**config.mk**
```make
export PLATFORM = sky130hd
export DESIGN_NAME = cv32e40p_obi_fetch_arbiter
export DESIGN_NICKNAME = d
export VERILOG_FILES = /design/src/rtl/cv32e40p_obi_fetch_arbiter.sv
export SDC_FILE = /design/constraint.sdc
export NUM_CORES = 1
export LEC_CHECK = 0
export CAP_MARGIN = 25
export CORE_AREA = 2 2 109 111
export DETAILED_ROUTE_END_ITERATION = 12
export DIE_AREA = 0 0 111 113
export PLACE_DENSITY_LB_ADDON = 0.08
export SETUP_SLACK_MARGIN = 0.4
export SLEW_MARGIN = 20
export SYNTH_ARGS = -nofsm -noshare
export SYNTH_HDL_FRONTEND = slang
export SYNTH_SLANG_ARGS = --single-unit
export TNS_END_PERCENT = 10
```
**constraint.sdc**
```tcl
create_clock -name clk -period 2.04 [get_ports clk]
set_clock_uncertainty 0.2 [all_clocks]
set_input_delay 0.204 -clock clk [delete_from_list [all_inputs] [get_ports clk]]
set_output_delay 0.204 -clock clk [all_outputs]
set_load 0.005 [all_outputs]
```
**src/rtl/cv32e40p_obi_fetch_arbiter.sv**
```systemverilog
// Shares one OBI memory port between the instruction fetch port and the LSU data port.
// Address phases are arbitrated with fixed data priority or round-robin, and the choice
// is held while a request waits for grant. An owner FIFO routes the in-order responses.
// Ports: clk, rst_n; instr_* and data_* OBI slave ports toward the core;
//        mem_* OBI master port toward the memory; busy_o, proto_err_o status.
module cv32e40p_obi_fetch_arbiter #(
   parameter int unsigned MAX_OUTSTANDING = 2,
   parameter bit          DATA_PRIO       = 1'b1
) (
   input  logic        clk,
   input  logic        rst_n,
   input  logic        instr_req_i,
   input  logic [31:0] instr_addr_i,
   output logic        instr_gnt_o,
   output logic        instr_rvalid_o,
   output logic [31:0] instr_rdata_o,
   output logic        instr_err_o,
   input  logic        data_req_i,
   input  logic        data_we_i,
   input  logic [3:0]  data_be_i,
   input  logic [31:0] data_addr_i,
   input  logic [31:0] data_wdata_i,
   output logic        data_gnt_o,
   output logic        data_rvalid_o,
   output logic [31:0] data_rdata_o,
   output logic        data_err_o,
   output logic        mem_req_o,
   output logic        mem_we_o,
   output logic [3:0]  mem_be_o,
   output logic [31:0] mem_addr_o,
   output logic [31:0] mem_wdata_o,
   input  logic        mem_gnt_i,
   input  logic        mem_rvalid_i,
   input  logic [31:0] mem_rdata_i,
   input  logic        mem_err_i,
   output logic        busy_o,
   output logic        proto_err_o
);

   localparam int unsigned PW = (MAX_OUTSTANDING > 1) ?
                                $clog2(MAX_OUTSTANDING) : 1;
   localparam int unsigned CW = $clog2(MAX_OUTSTANDING + 1);
   localparam logic [CW-1:0] MAXC  = CW'(MAX_OUTSTANDING);
   localparam logic [PW-1:0] LASTP = PW'(MAX_OUTSTANDING - 1);

   // owner encoding: 0 = fetch, 1 = LSU
   localparam logic OWN_I = 1'b0;
   localparam logic OWN_D = 1'b1;

   typedef enum logic {
      ST_UNLOCKED,
      ST_LOCKED
   } lock_e;

   lock_e                r_state;
   lock_e                w_state_nxt;
   logic                 r_lock_own;
   logic                 w_lock_own_nxt;
   logic                 r_rr_last;
   logic [MAX_OUTSTANDING-1:0] r_fifo;
   logic [PW-1:0]        r_wptr;
   logic [PW-1:0]        r_rptr;
   logic [CW-1:0]        r_count;
   logic                 r_proto_err;

   logic                 w_sel;
   logic                 w_sel_req;
   logic                 w_room;
   logic                 w_push;
   logic                 w_pop;
   logic                 w_empty;
   logic                 w_head;

   // Port selection; a locked request keeps its owner until granted or retracted
   always_comb begin
      w_sel = OWN_I;
      if (r_state == ST_LOCKED) begin
         w_sel = r_lock_own;
      end else if (data_req_i && !instr_req_i) begin
         w_sel = OWN_D;
      end else if (data_req_i && instr_req_i) begin
         w_sel = DATA_PRIO ? OWN_D : ~r_rr_last;
      end
   end

   assign w_sel_req = w_sel ? data_req_i : instr_req_i;
   // No bypass: a full FIFO blocks issue even if a response pops this cycle
   assign w_room    = (r_count < MAXC);
   assign mem_req_o = w_sel_req & w_room;
   assign w_push    = mem_req_o & mem_gnt_i;

   assign mem_addr_o  = w_sel ? data_addr_i  : instr_addr_i;
   assign mem_we_o    = w_sel ? data_we_i    : 1'b0;
   assign mem_be_o    = w_sel ? data_be_i    : 4'hF;
   assign mem_wdata_o = w_sel ? data_wdata_i : 32'h0;

   assign instr_gnt_o = w_push & (w_sel == OWN_I);
   assign data_gnt_o  = w_push & (w_sel == OWN_D);

   always_comb begin
      w_state_nxt    = r_state;
      w_lock_own_nxt = r_lock_own;
      case (r_state)
         ST_UNLOCKED: begin
            if (mem_req_o && !mem_gnt_i) begin
               w_state_nxt    = ST_LOCKED;
               w_lock_own_nxt = w_sel;
            end
         end
         ST_LOCKED: begin
            if (mem_gnt_i || !w_sel_req) begin
               w_state_nxt = ST_UNLOCKED;
            end
         end
         default: w_state_nxt = ST_UNLOCKED;
      endcase
   end

   always_ff @(posedge clk or negedge rst_n) begin
      if (!rst_n) begin
         r_state    <= ST_UNLOCKED;
         r_lock_own <= OWN_I;
         r_rr_last  <= OWN_I;
      end else begin
         r_state    <= w_state_nxt;
         r_lock_own <= w_lock_own_nxt;
         if (w_push) begin
            r_rr_last <= w_sel;
         end
      end
   end

   assign w_empty = (r_count == '0);
   // A response with nothing outstanding is not routed and leaves the FIFO alone
   assign w_pop   = mem_rvalid_i & ~w_empty;
   assign w_head  = r_fifo[r_rptr];

   always_ff @(posedge clk or negedge rst_n) begin
      if (!rst_n) begin
         r_fifo      <= '0;
         r_wptr      <= '0;
         r_rptr      <= '0;
         r_count     <= '0;
         r_proto_err <= 1'b0;
      end else begin
         if (w_push) begin
            r_fifo[r_wptr] <= w_sel;
            r_wptr         <= (r_wptr == LASTP) ? '0 : r_wptr + PW'(1);
         end
         if (w_pop) begin
            r_rptr <= (r_rptr == LASTP) ? '0 : r_rptr + PW'(1);
         end
         case ({w_push, w_pop})
            2'b10:   r_count <= r_count + CW'(1);
            2'b01:   r_count <= r_count - CW'(1);
            default: r_count <= r_count;
         endcase
         if (mem_rvalid_i && w_empty) begin
            r_proto_err <= 1'b1;
         end
      end
   end

   assign instr_rvalid_o = w_pop & (w_head == OWN_I);
   assign data_rvalid_o  = w_pop & (w_head == OWN_D);
   assign instr_err_o    = instr_rvalid_o & mem_err_i;
   assign data_err_o     = data_rvalid_o & mem_err_i;
   assign instr_rdata_o  = mem_rdata_i;
   assign data_rdata_o   = mem_rdata_i;

   assign busy_o      = ~w_empty;
   assign proto_err_o = r_proto_err;

endmodule

```
== Word level (Yosys, flattened, before mapping) ==
Index checks and enable logic that the tools add are counted.

* RAM bits: 0
* Memories: 0
* Output and inout port bits: 142
* Bits in latches: 0
* Bits in read-only memories: 0
* Input port bits: 140
* Flip-flop bits (word level): 9

* Div/mod/pow operators: 0
* Reduce and logical (&&, ||, !) cells: 12
* Add/sub/neg operators: 4
* Bitwise logic cells: 13
* Order comparisons: 4
* Multiplexer cells: 19
* Equal/unequal tests: 2
* Multipliers: 0
* Shift-type cells: 0

{| class="wikitable"
|+ Operator list
! kind !! number
|-
| 2-to-1 mux 32 bit || 2
|-
| 2-to-1 mux 1 bit || 12
|-
| AND 1 bit || 9
|-
| logical AND 1 bit || 5
|-
| less-than comparator 1 x 2 -> 1 bit, second input constant || 2
|-
| 2-to-1 mux 4 bit || 1
|-
| NOT 1 bit || 4
|-
| one-hot mux 2 bit (2 select lines) || 1
|-
| zero test 1 bit || 3
|-
| adder 1 bit, second input constant || 2
|-
| adder 2 x 1 -> 2 bit, second input constant || 1
|-
| bitwise mux 2 bit || 1
|-
| == test 2 x 1 -> 1 bit, second input constant || 1
|-
| == test 2 bit, second input constant || 1
|-
| zero test 2 bit || 1
|-
| less-than comparator 2 bit, second input constant || 1
|-
| one-hot mux 1 bit (2 select lines) || 1
|-
| AND reduction 2 bit || 1
|-
| nonzero test 2 bit || 1
|-
| subtractor 2 x 1 -> 2 bit, second input constant || 1
|-
| demux 1 bit (select 1 bit) || 1
|-
| greater-or-equal comparator 1 bit, second input constant || 1
|-
| logical OR 1 bit || 1
|}

== Depth between registers and ports, before layout ==
Gate-level depths: netlist of the first run.

* Word-level depth: 9
* Gate-level depth with buffers: 8

== Least setup slack after synthesis of the first run ==
No wires, ideal clock.

* Kind: flip-flop to flip-flop
* Start: register r_state
* End: register r_count[1]
* Stages on the path, launching flop included: 6
* Path buffers: 0
* Arrival time: 1510 ps
* Library setup time: 80 ps
* Period minus slack after synthesis: 1790 ps
* Setup slack: 250 ps
* Data required time: 1760 ps
* Cells stage by stage: dfrtp_1 -> or3b_1 -> o2111ai_2 -> ha_1 -> nor2_1 -> xnor2_1

* Longest elaborated chain between the ends: 6

{| class="wikitable"
|+ RTL lines
! element !! RTL line !! source
|-
| from (decl) || 55 || <nowiki>lock_e r_state;</nowiki>
|-
| from (signal assigned) || 125 || <nowiki>r_state <= w_state_nxt;</nowiki>
|-
| 2-to-1 mux 1 bit (*) || 77 || <nowiki>if (r_state == ST_LOCKED) begin</nowiki>
|-
| 2-to-1 mux 1 bit (*) || 86 || <nowiki>assign w_sel_req = w_sel ? data_req_i : instr_req_i;</nowiki>
|-
| AND 1 bit (*) || 89 || <nowiki>assign mem_req_o = w_sel_req & w_room;</nowiki>
|-
| AND 1 bit (*) || 90 || <nowiki>assign w_push = mem_req_o & mem_gnt_i;</nowiki>
|-
| == test 2 x 1 -> 1 bit or == test 2 bit (tied branches) || 153 || <nowiki>case ({w_push, w_pop})</nowiki>
|-
| one-hot mux 2 bit (2 select lines) or nonzero test 2 bit (tied branches) || n/a ||
|-
| to (signal assigned) || 154 || <nowiki>2'b10: r_count <= r_count + CW'(1);</nowiki>
|-
| to (signal assigned) || 155 || <nowiki>2'b01: r_count <= r_count - CW'(1);</nowiki>
|-
| to (signal assigned) || 156 || <nowiki>default: r_count <= r_count;</nowiki>
|-
| to (decl) || 63 || <nowiki>logic [CW-1:0] r_count;</nowiki>
|}

Every way passes the cells marked *; elsewhere a longest branch is shown, timed or not.
A chain may end at the register's enable or synchronous reset.

== Worst setup path in the final report of the first run ==
* Start: register r_state
* End: output mem_addr_o[6]

* Longest elaborated chain between the ends: 2

{| class="wikitable"
|+ RTL lines
! element !! RTL line !! source
|-
| 2-to-1 mux 1 bit || 77 ||
|-
| 2-to-1 mux 32 bit || 92 || <nowiki>assign mem_addr_o = w_sel ? data_addr_i : instr_addr_i;</nowiki>
|-
| to (decl) || 30 || <nowiki>output logic [31:0] mem_addr_o,</nowiki>
|}

No other way between the ends.

==> out/metrics.csv, run 1 <==
metric,value,unit
hold_class,input pin to async pin,
end_kind,output pin,
synth_nets,327,
ys_seq_area_share,13.22,%
path_buf_inv,5,
irDropWorstVdd,295.2,uV
multi_input_area,1104,um2
syn_area,1704,um2
core,11270,um2
grt_antenna_before_repair,1,
nets,482,
synth_cells,186,
combinationalPowerShare,75.0,%
start_util,15.12,%
syn2layout_area_growth,120.3,%
max_freq,443.1,MHz
clk_pin_slew_worst_paths,0.04,ns
rr_startpoint,r_lock_own,
reg2reg_slack,0.07,ns
final_common_cell,clkdlybuf4s50_1,
overflow,0,
worstSkewPairLatency,0.24,ns
max-slew-margin-rel,69.75,%
routedWlPerCell,15.87,um
post-dp-hpwl,6214,um
tightest_slew,0.4523,ns
grt_start_max_net_pins,13,
wl,7663,um
drive_above_1_share,52.65,%
hold_violations,0,
power,3.008,mW
swShare,33.16,%
yosys_warnings,0,
cp-start-kind,flip-flop,
drtIter0Drc,30,
n_antenna_cell,0,
critPathRequiredTime,1.64,ns
status,"finished, violations left",
top_usage_layer,met2,
final_area,3754,um2
die_area,12540,um2
cp-startpoint,r_state,
pwr-share-seq,13.2,%
period_minus_slack,2.257,ns
fillers,1153,
drt_pre_antenna_iters,4,
crit_end,mem_addr_o[6],
die_w,111,um
p_leak,1.720,nW
ys_types,25,
ios,282,
avgSynthCellArea,9.162,um2
fin_crit_sh,110.6,%
crit_cells,7,
power_frac_clock,11.8,%
cts.sinks,9,
maxSlewViolCount,0,
r2r_cells,8,
grt_pass1_wl,11100,um
failed_checks,negative setup slack,
htree_levels,1,
cts_buffer_depth,2,
rsz0062_at_grt,true,
finalSetupViolations,47,
grt_pass1_vias,1827,
post-place-ws,-0.3633,ns
drcViolationCount,0,
power.switching,0.9974,mW
intPower,2.010,mW
cap_violations,0,
port_buffers,185,
path_class,flip-flop to output pin,
via_per_inst,3.665,
synth_seq_cells,9,
worstPathMaxFanout,5,
max_stage_delay,0.41,ns
r2r_end,r_count[1],
cpMaxStageDelayCell,dfrtp_2,
place_area,3383,um2
crit_chain,mux2i_4 > buf_6 > buf_6 > buf_16 > buf_6 > mux2_4 > buf_6,
die_h,113,um
gp_congestion,0.7452,
postRouteAntennaNets,0,
rows,39,
p_per_area,801.3,nW/um2
root_buffer,clkbuf_16,
arrival,1.85,ns
ff_latch_area,229.0,um2
vias,1770,
cts_tree,done,
grt_use_met3,4.928,%
critical-path-top-delay-family,multiplexers,
gr-usage-met2,20.29,%
crit_top_cell,buf_6,
grt_use_met1,12.40,%
cts_made_buffers,3,
fin_ws,-0.2167,ns
final_cell_mix,"clkdlybuf4s50_1, buf_6, buf_2, mux2_4, nor2b_1",
track_usage,11.38,%
-- power by group through the flow --
stage | Combinational (mW) | Clock (mW) | Sequential [mW]
after detailed placement | 1.80 | 0 | 0.345
after CTS | 2.21 | 0.361 | 0.364
after global routing | 2.42 | 0.375 | 0.409
after floorplan | 0.884 | 0 | 0.321
after global placement | 1.80 | 0 | 0.344
final | 2.26 | 0.355 | 0.396
-- final cells by class --
type,instances,area share (%)
clock buffer,3,2.000
inverter,4,0.4667
timing repair buffer,221,57.13
clock inverter,1,0.1333
tap,143,4.767
multi-input combinational,102,29.40
sequential,9,6.100
-- sequential cells by signal (all words and copies together), names as in the netlist --
name / flops
r_count: 2
r_rptr: 1
r_wptr: 1
r_state: 1
r_fifo: 2
r_lock_own: 1
proto_err_o: 1
-- Yosys cell counts --
| cell type | n | share of area (%) |
|---|---|---|
| ha_1 | 1 | 0.73 |
| dfrtp_1 | 9 | 13 |
| a21o_1 | 1 | 0.44 |
| buf_4 | 64 | 28 |
| and3_1 | 3 | 1.1 |
| mux2i_4 | 1 | 1.3 |
| o2111ai_2 | 1 | 0.88 |
| clkbuf_1 | 3 | 0.66 |
| or3b_1 | 1 | 0.51 |
| o31ai_1 | 2 | 0.88 |
| mux2_4 | 29 | 26 |
| mux2_2 | 3 | 2.0 |
| or2_2 | 4 | 1.5 |
| nand2_1 | 3 | 0.66 |
| inv_1 | 4 | 0.88 |
| nor2b_1 | 33 | 12 |
| a22o_1 | 1 | 0.51 |
| clkbuf_2 | 1 | 0.29 |
| mux2i_1 | 1 | 0.59 |
| o21ai_0 | 3 | 0.88 |
| xnor2_1 | 5 | 2.6 |
| a21boi_0 | 1 | 0.44 |
| nor3_1 | 2 | 0.59 |
| buf_6 | 3 | 2.0 |
| nor2_1 | 7 | 1.5 |
-- cells by family after synthesis --
family / share of synthesized area [%]
buffers and inverters: 32.01
XOR/XNOR: 2.570
AND/OR/NAND/NOR: 17.99
adder cells (fa/ha/maj): 0.7341
multiplexers: 29.44
flip-flops: 13.22
AO/OA/AOI/OAI: 4.038
-- worst min-delay path by stage --
stage,start,end,slack (ns)
finish,rst_n,r_count[0],0.09
global route,rst_n,r_rptr,0.13
CTS,rst_n,r_rptr,0.10
detailed placement,mem_rdata_i[20],data_rdata_o[20],0.21
global placement,mem_rdata_i[20],data_rdata_o[20],0.21
floorplan,rst_n,proto_err_o,-0.29
-- per-layer routing --
metal	share of wire, %	vias up	routed length, um
li1	-	849	-
met1	37	765	2834
met2	50	134	3844
met3	11	20	829
met4	1.9	2	147
met5	0.091	-	7
-- worst reg2reg max path, stage by stage, from the launching register on --
cell       delay [ns]
dfrtp_2          0.45
or3b_4           0.40
buf_6            0.13
o2111ai_4        0.06
buf_6            0.17
ha_4             0.16
xnor2_4          0.12
nor2_4           0.05
xnor2_1          0.11
-- through the flow --
| stage | hold slack (ns) | std cells | util, % | TNS (ns) |
|---|---|---|---|---|
| CTS | 0.1027 | 483 | 33.29 | -6.024 |
| finish | 0.08531 | 483 | 33.30 | -4.263 |
| detailed placement | 0.2081 | 460 | 30.01 | -19.69 |
| global route | 0.1262 | 483 | 33.30 | -6.619 |
| floorplan | -0.2916 | 186 | - | 0 |
| global placement | 0.2081 | 460 | 30.01 | -19.66 |
-- timing repair --
action	CTS	global route
gates cloned	5	0
setup buffers	14	0
setup endpoints to repair	82	81
hold buffers	0	0
pin swaps	7	7
resized for setup	326	53
(Power assumes the default switching activity.)
==> run 2: changes to the inputs <==
--- a/config.mk
+++ b/config.mk
@@ -11,6 +11,7 @@
 export DIE_AREA = 0 0 111 113
 export PLACE_DENSITY_LB_ADDON = 0.08
 export SETUP_SLACK_MARGIN = 0.4
+export SKIP_LAST_GASP = 1
 export SLEW_MARGIN = 20
 export SYNTH_ARGS = -nofsm -noshare
 export SYNTH_HDL_FRONTEND = slang
==> out/metrics.csv, run 2 (synthesis results as in run 1) <==
metric,value,unit
rr_startpoint,r_lock_own,
finalSetupTns,-9.917,ns
core,11270,um2
routedWlPerCell,15.64,um
grt_antenna_before_repair,1,
fillers,1175,
hold_class,input pin to async pin,
die_h,113,um
worstPathMaxFanout,7,
final_cell_mix,"clkdlybuf4s50_1, dlygate4sd2_1, nor2b_1, mux2_4, buf_4",
cts.sinks,9,
r2r_cells,7,
crit_chain,mux2i_4 > buf_6 > buf_12 > mux2_4 > dlygate4sd2_1,
cts_buffer_depth,2,
arrival,1.85,ns
status,"finished, violations left",
path_class,flip-flop to output pin,
overflow,0,
grt_pass1_vias,1799,
cap_violations,0,
grt_pass1_wl,11050,um
p_leak,1.703,nW
cts_made_buffers,3,
fin_ws,-0.2171,ns
end_kind,output pin,
drtIter0Drc,21,
maxSlewViolCount,0,
drive_above_1_share,34.21,%
rows,39,
max_stage_delay,0.41,ns
wl,7587,um
failed_checks,negative setup slack,
max_freq,443.0,MHz
grt_start_max_net_pins,13,
period_minus_slack,2.257,ns
die_w,111,um
p_per_area,743.4,nW/um2
port_buffers,185,
cpMaxStageDelayCell,dfrtp_2,
fin_util,32.97,%
cts_tree,done,
reg.largest.list,"r_count (2), r_fifo (2)",
reg2reg_slack,0.01,ns
start_util,15.12,%
n_antenna_cell,0,
ios,282,
tightest_slew,0.4488,ns
max-slew-margin-rel,69.99,%
r2r_end,r_count[1],
drt_pre_antenna_iters,4,
post-dp-hpwl,6214,um
cp-start-kind,flip-flop,
die_area,12540,um2
instances_no_fill,485,
finalSetupViolations,72,
htree_levels,1,
final_common_cell,clkdlybuf4s50_1,
postCtsHoldBufs,0,
rsz0062_at_grt,true,
clk_pin_slew_worst_paths,0.04,ns
root_buffer,clkbuf_16,
post-place-cells,460,
fin_crit_sh,110.6,%
worstSkewPairLatency,0.24,ns
nets,484,
irDropWorstVdd,257.1,uV
vias,1764,
gp_congestion,0.7452,
via_per_inst,3.637,
syn2layout_area_growth,118.1,%
track_usage,11.36,%
drcViolationCount,0,
critPathRequiredTime,1.64,ns
postRouteAntennaNets,0,
hold_violations,0,
-- run 2: repair_timing --
item                                    CTS  global route
hold endpoints to repair                  0             0
endpoints found under the setup margin   82            82
buffers inserted                         14             2
resized for setup                       177            11
pin swaps                                 2             1
cloned                                    5             0
-- run 2: worst max-delay path, delay by kind of cell, from the launching register on --
family | cells | cell delay [ns]
multiplexers | 2 | 0.62
buffers and inverters | 3 | 0.57
flip-flops | 1 | 0.41
-- run 2: power by group --
part | internal, mW | switching, mW
clock network | 0.259 | 0.0945
registers | 0.261 | 0.0876
logic | 1.37 | 0.689
-- run 2: per-stage QoR --
stage          setup slack, ns  total power [mW]  instance area (um2)  hold slack (ns)
6_report               -0.2171             2.762                 3716          0.08345
5_1_grt                -0.2668             2.958                 3716           0.1255
4_1_cts                -0.2226             2.775                 3684           0.1021
3_5_place_dp           -0.3633             2.141                 3383           0.2081
3_3_place_gp           -0.3525             2.144                 3383           0.2081
2_1_floorplan           0.3029             1.205                 1730          -0.2916
-- run 2: worst max-delay path by stage --
stage | from | depth (start not counted) | endpoint | slack [ns]
detailed placement | data_req_i | 6 | mem_be_o[1] | -0.36
floorplan | r_state | 3 | mem_addr_o[10] | 0.30
global route | r_state | 7 | mem_addr_o[6] | -0.27
CTS | r_state | 7 | mem_addr_o[6] | -0.22
global placement | data_req_i | 6 | mem_be_o[3] | -0.35
finish | r_state | 5 | mem_addr_o[27] | -0.22
-- run 2: cell type report --
class / count / area (um2) / share of cell area, %
Clock inverter: 1 / 5.005 / 0.1347
Sequential cell: 9 / 227.7 / 6.128
Tap cell: 143 / 178.9 / 4.815
Timing Repair Buffer: 223 / 2220 / 59.73
Multi-Input combinational cell: 102 / 994.7 / 26.77
Clock buffer: 3 / 75.07 / 2.020
Inverter: 4 / 15.01 / 0.4040
-- run 2: metal layers --
| metal | vias up | GRT usage, % | part of all wire [%] |
|---|---|---|---|
| li1 | 850 | - | - |
| met1 | 758 | 12.33 | 37 |
| met2 | 134 | 20.29 | 50 |
| met3 | 20 | 4.928 | 11 |
| met4 | 2 | 3.083 | 1.9 |
| met5 | - | 0 | 0.092 |
